==> src/rtl/piso_lsb2msb.sv <==
`default_nettype none
// ============================================================================
//  Module      : piso_lsb2msb
//  Description : Parallel-in, serial-out shift register. The register shifts
//                from LSB toward MSB, the serial output is taken at the MSB
//                (words leave MSB-first) and a fill bit enters at the LSB.
//                A valid/ready load handshake, a bit counter and a two-state
//                FSM frame each word. Back-to-back words leave with no gap.
//  Revision    : 1.0 - initial release
// ============================================================================
module piso_lsb2msb #(
    parameter int WIDTH = 4,
    parameter int CNT_W = $clog2(WIDTH)
) (
    input  logic             clk,
    input  logic             clear_n,
    input  logic             load_valid,
    output logic             load_ready,
    input  logic [WIDTH-1:0] load_data,
    input  logic             shift_en,
    input  logic             si,
    output logic             so,
    output logic             so_valid,
    output logic             so_last,
    output logic [WIDTH-1:0] q,
    output logic             busy
);

    typedef enum logic [0:0] {
        ST_IDLE  = 1'b0,
        ST_SHIFT = 1'b1
    } state_t;

    // Counter value of the final (LSB) bit of a frame
    localparam logic [CNT_W-1:0] C_LAST_CNT = CNT_W'(WIDTH - 1);
    localparam logic [CNT_W-1:0] C_CNT_ONE  = CNT_W'(1);

    state_t           state_q, state_d;
    logic [CNT_W-1:0] cnt_q,   cnt_d;
    logic [WIDTH-1:0] shreg_q, shreg_d;

    logic             w_last;
    logic             w_shifting;

    // Output decode: everything comes from registers except load_ready,
    // which also depends on shift_en so a new word can enter with no bubble.
    assign w_last     = (state_q == ST_SHIFT) && (cnt_q == C_LAST_CNT);
    assign busy       = (state_q == ST_SHIFT);
    assign so_valid   = (state_q == ST_SHIFT);
    assign so_last    = w_last;
    assign so         = shreg_q[WIDTH-1];
    assign q          = shreg_q;
    assign load_ready = (state_q == ST_IDLE) || (w_last && shift_en);
    assign w_shifting = (state_q == ST_SHIFT) && shift_en;

    // Next-state, counter and shift-register update
    always_comb begin
        state_d = state_q;
        cnt_d   = cnt_q;
        shreg_d = shreg_q;
        case (state_q)
            ST_IDLE: begin
                if (load_valid) begin
                    shreg_d = load_data;
                    cnt_d   = '0;
                    state_d = ST_SHIFT;
                end
            end
            ST_SHIFT: begin
                if (w_shifting) begin
                    if (!w_last) begin
                        shreg_d = {shreg_q[WIDTH-2:0], si};
                        cnt_d   = cnt_q + C_CNT_ONE;
                    end else if (load_valid) begin
                        // Back-to-back word: fill bit is not used on this edge
                        shreg_d = load_data;
                        cnt_d   = '0;
                    end else begin
                        shreg_d = {shreg_q[WIDTH-2:0], si};
                        cnt_d   = '0;
                        state_d = ST_IDLE;
                    end
                end
            end
            default: begin
                state_d = ST_IDLE;
                cnt_d   = '0;
            end
        endcase
    end

    // State, counter and shift-register flops; reset aborts any frame at once
    always_ff @(posedge clk or negedge clear_n) begin
        if (!clear_n) begin
            state_q <= ST_IDLE;
            cnt_q   <= '0;
            shreg_q <= '0;
        end else begin
            state_q <= state_d;
            cnt_q   <= cnt_d;
            shreg_q <= shreg_d;
        end
    end

endmodule
`default_nettype wire

==> config.mk <==
export PLATFORM = sky130hd
export DESIGN_NAME = piso_lsb2msb
export DESIGN_NICKNAME = d
export VERILOG_FILES = /design/src/rtl/piso_lsb2msb.sv
export SDC_FILE = /design/constraint.sdc
export NUM_CORES = 1
export LEC_CHECK = 0
export CAP_MARGIN = 20
export CORE_AREA = 2 2 39 41
export DETAILED_ROUTE_END_ITERATION = 6
export DIE_AREA = 0 0 41 43
export PLACE_DENSITY_LB_ADDON = 0.25
export SYNTH_ARGS = -nofsm -noshare
export SYNTH_HDL_FRONTEND = slang
export SYNTH_SLANG_ARGS = --single-unit
==> constraint.sdc <==
create_clock -name clk -period 1.75 [get_ports clk]
set_clock_uncertainty 0.2 [all_clocks]
set_input_delay 0.175 -clock clk [delete_from_list [all_inputs] [get_ports clk]]
set_output_delay 0.175 -clock clk [all_outputs]
set_load 0.005 [all_outputs]
**Word level (Yosys, flattened, before mapping)**

Cells that the tools add are included.
Widths: inputs -> output; s select.

- Memories kept: 0
- Flip-flop bits (word level): 7
- Bits in latches: 0
- ROM bits: 0
- Output and inout bits: 9
- Logic and storage cells: 26
- Bits of input ports: 9
- Bits in writable memories: 0

- Add/sub/neg operators: 1
- Shift operators: 0
- Bitwise operators: 1
- Multiplexer cells: 13
- Div/mod/pow operators: 0
- Equality and inequality tests: 3
- $mul: 0
- $lt $le $gt $ge: 0
- Reductions and logical operators: 5

Operator list:

| operator | count |
|---|---|
| $mux 4 | 4 |
| $pmux 4 s2 | 1 |
| $mux 2 | 3 |
| $pmux 2 s2 | 1 |
| $logic_and 1x1->1 | 3 |
| $mux 1 | 3 |
| $add 2x1->2 const B | 1 |
| $eq 2x2->1 const B | 1 |
| $ne 2x1->1 const B | 1 |
| $ne 2x2->1 const B | 1 |
| $pmux 1 s2 | 1 |
| $reduce_and 2->1 | 1 |
| $logic_or 1x1->1 | 1 |
| $not 1->1 | 1 |

**Logic depth before layout (Yosys ltp)**

- Word-level depth: 5
- Gate-level depth with buffers: 4
- Mapped depth without buffers: 4

**Worst setup path after synthesis**

Ideal clock, no wire load.

- Path kind: reg-to-reg
- Start point: register cnt_q[0]
- End point: register cnt_q[1]
- Slack: 0.273 ns
- Cell stages (with the launch flop): 4
- Setup time: 0.121 ns
- Arrival time: 1.156 ns
- Period minus slack after synthesis: 1.477 ns
- Path buffers: 0
- Required time: 1.429 ns
- Cells stage by stage: dfrtp_1 -> ha_1 -> mux2_2 -> a22o_2

- Word-level cells in the longest chain between the ends: 5
- Elaborated cells on any way between the ends: 6
- Those cells by class: add/sub: 1; eq/ne: 1; mux: 3; reduce/logical: 1

RTL lines:

| element | line | text |
|---|---|---|
| start, declared | 39 | `logic [CNT_W-1:0] cnt_q, cnt_d;` |
| start signal, assigned | 100 | `cnt_q <= cnt_d;` |
| branches (longest 2 deep; another with $add 2x1->2) | -- |  |
| $mux 2 (*) | 71 | `if (!w_last) begin` |
| $mux 2 (*) | 70 | `if (w_shifting) begin` |
| $pmux 2 s2 (*) | 61 | `case (state_q)` |

Every way passes the cells marked *. The select of a mux whose other input is x is not followed.
A chain may end at the register's enable or synchronous reset.

**Final worst setup path**

- Start point: register cnt_q[1]
- End point: output so_last

- Word-level cells in the longest chain between the ends: 2

RTL lines:

| element | line | text |
|---|---|---|
| $eq 2x2->1 | 47 | `assign w_last = (state_q == ST_SHIFT) && (cnt_q == C_LAST_CNT);` |
| $logic_and 1x1->1 | 47 |  |
| end, declared | 24 | `output logic so_last,` |

Every way passes these cells.

==> results by group <==
Synth
  – Syn nets: 44
  – Seq/Total Area, Yosys: 46.2%
  – Synth unique cells: 13
  – Synth area leaders: dfrtp_1 (46%), mux2i_1 (13%), mux2_2 (5.9%)
  – Synth area leader: dfrtp_1
  – Area share of the largest cell type after synthesis: 46.2%
  – Synth warn: 0
  – Mapped cell area: 379 sq um
  – Synthesis-stage register bit count: 7
  – Cells after synthesis: 34
  – Syn avg cell area: 11.2 sq um

Timing
  – Fin crit share: 94.4%
  – RSZ-0062 raised after global routing: no
  – Final hold violations: 0
  – Fin. max-slew vios: 0
  – Setup violators final: 0
  – Min Tclk post-route: 1.65 ns
  – FMAX: 606 MHz
  – Worst slew pin tran: 0.334 ns
  – Slew HR: 77.7%
  – Setup TNS: 0 ns

Clocking
  – Clock sink count: 7
  – CTS buffer count: 3
  – H-Tree Depth: 1
  – Clock Root Buffer: clkbuf_4
  – Clk_lat worst skew: 0.25 ns
  – Reg clk slew, reported paths: 0.05 ns
  – CTS tree: done
  – Clk buf depth: 2

Cells and area
  – # fillers: 150
  – Nets@finish: 69
  – Fin cells: 74
  – Ant diodes: 0
  – Layout cell share with drive strength beyond 1: 24.1%
  – Most frequent cells in the layout: clkdlybuf4s50_1 (15), dfrtp_1 (6), mux2i_1 (5), nor2_1 (5)
  – Layout Area Growth over Synthesis: 64.0%
  – Design area: 622 sq um
  – Most common cell after layout, fill and taps aside: clkdlybuf4s50_1

Global routing
  – Vias in the first global route: 322
  – Initial antenna violation count: 0
  – Largest net degree at the start of global routing: 10
  – Met2 usage: 16.3%
  – Grt ovf: 0
  – GRT busiest layer: met2
  – Tot GR Track Use: 12.2%
  – Grt met3 use: 9.42%
  – Grt met1 use: 14.8%
  – Global-route wire length before repair: 1.38 mm

Place
  – Placed Cells: 67
  – Placer Congestion: 0.623
  – DP HPWL: 586 um
  – Placed cell area: 569 sq um
  – I/O Buffers: 17

Setup path
  – Req. time, crit path: 1.37 ns
  – Worst setup EP type: output pin
  – CP Max Fanout: 3
  – Critical path launch point type: flip-flop
  – Worst Path Class, Setup: flip-flop to output pin
  – Arrival time of the worst setup path: 1.28 ns

Floorplanning
  – Die area: 1760 sq um
  – Die width: 41 um
  – Initial Util: 27.4%
  – Std-Cell Rows: 14
  – DIE HEIGHT: 43 um
  – Core area: 1380 sq um
  – IO Pins: 18

Route
  – Drt first-iter violations: 0
  – Drt total wl: 804 um
  – Vias per inst: 4.54
  – DR vias: 336
  – # DRC: 0
  – Avg WL per Cell: 10.9 um
  – DRT antenna net count: 0
  – Initial DRT Pass Iterations: 1

Run status
  – Status: finished clean

Job
  – Max Cap Viol: 0

Power and ir drop
  – Static leakage: 0.296 nW
  – VDD IR-drop max: 0.000617 V
  – Cell Pwr Density: 1460 nW/um^2

Min path
  – Hold crit path type: input pin to flip-flop
-- per-stage QoR --
stage	utilization, %	power, mW	hold WS [ns]	setup WS [ns]
finish	44.9	0.907	0.348	0.0986
global route	44.9	0.987	0.376	0.0419
detailed placement	41.1	0.743	0.270	0.0396
global placement	41.1	0.739	0.267	0.0429
floorplan	-	0.529	-0.321	0.273
CTS	45.4	0.942	0.347	0.0557
-- power breakdown --
group / internal [mW] / switching (mW) / leakage [nW]
logic: 0.313 / 0.156 / 0.205
registers: 0.233 / 0.0563 / 0.0760
clock network: 0.0871 / 0.0617 / 0.0150
-- synth_stat cells --
master,count
nand2b_1,2
a22o_2,1
mux2_2,2
nor2_1,5
a21boi_4,1
ha_1,1
a22o_1,1
and2_2,1
mux2i_1,5
buf_4,2
dfrtp_1,7
nand2_1,2
a21oi_1,4
-- sequential cells by signal, indices dropped and copies added, names as in the netlist --
| signal | cells |
|---|---|
| busy | 1 |
| q | 4 |
| cnt_q | 2 |
-- timing repair --
action	4_1_cts	5_1_grt
endpoints found under the hold margin	7	0
setup buffers	3	0
hold buffers	1	0
gates resized for setup	3	1
pin swaps	1	2
setup endpoints to repair	2	6
-- per-layer routing --
metal | up-vias | wire length, um | share of wire [%]
li1 | 167 | - | -
met1 | 156 | 355 | 44
met3 | 2 | 57 | 7.1
met2 | 11 | 382 | 48
met5 | - | 0 | 0
met4 | 0 | 9 | 1.1
-- area by class of cell --
cell class | count | area [sq um] | area share (%)
flip-flops and latches | 7 | 176 | 28.4
multi-input cells | 25 | 191 | 30.8
well taps | 16 | 20.0 | 3.22
repair buffers | 22 | 208 | 33.4
clock buffers | 4 | 26.3 | 4.23
-- path summary, 6_finish.rpt --
| path | startpoint | cells past startpoint | slack (ns) | end |
|---|---|---|---|---|
| max | cnt_q[1] | 3 | 0.1 | so_last |
| min | load_data[1] | 3 | 0.35 | q[1] |
| max reg2reg | cnt_q[1] | 5 | 0.20 | q[2] |
| min reg2reg | q[1] | 2 | 0.35 | q[1] |
| max in group asynchronous | clear_n | 2 | 0.56 | busy |
| min in group asynchronous | clear_n | 2 | 0.53 | q[1] |
-- worst max-delay path, cell delays in order (launching register included) --
cell	delay (ns)
dfrtp_1	0.38
ha_2	0.20
and2_2	0.18
dlygate4sd2_1	0.25
-- cells by family (layout without fill, tap and decap cells) --
group	count (synthesis)	count (layout)	share of synthesized area (%)
and+or+nand+nor	10	10	12.2
muxes	7	7	19.1
adders and majority gates	1	1	3.30
buffers and inverters	2	26	3.96
AOI/OAI and AO/OA	7	7	15.2
DFF	7	7	46.2
Note: power is estimated with default switching activity, not from simulation.
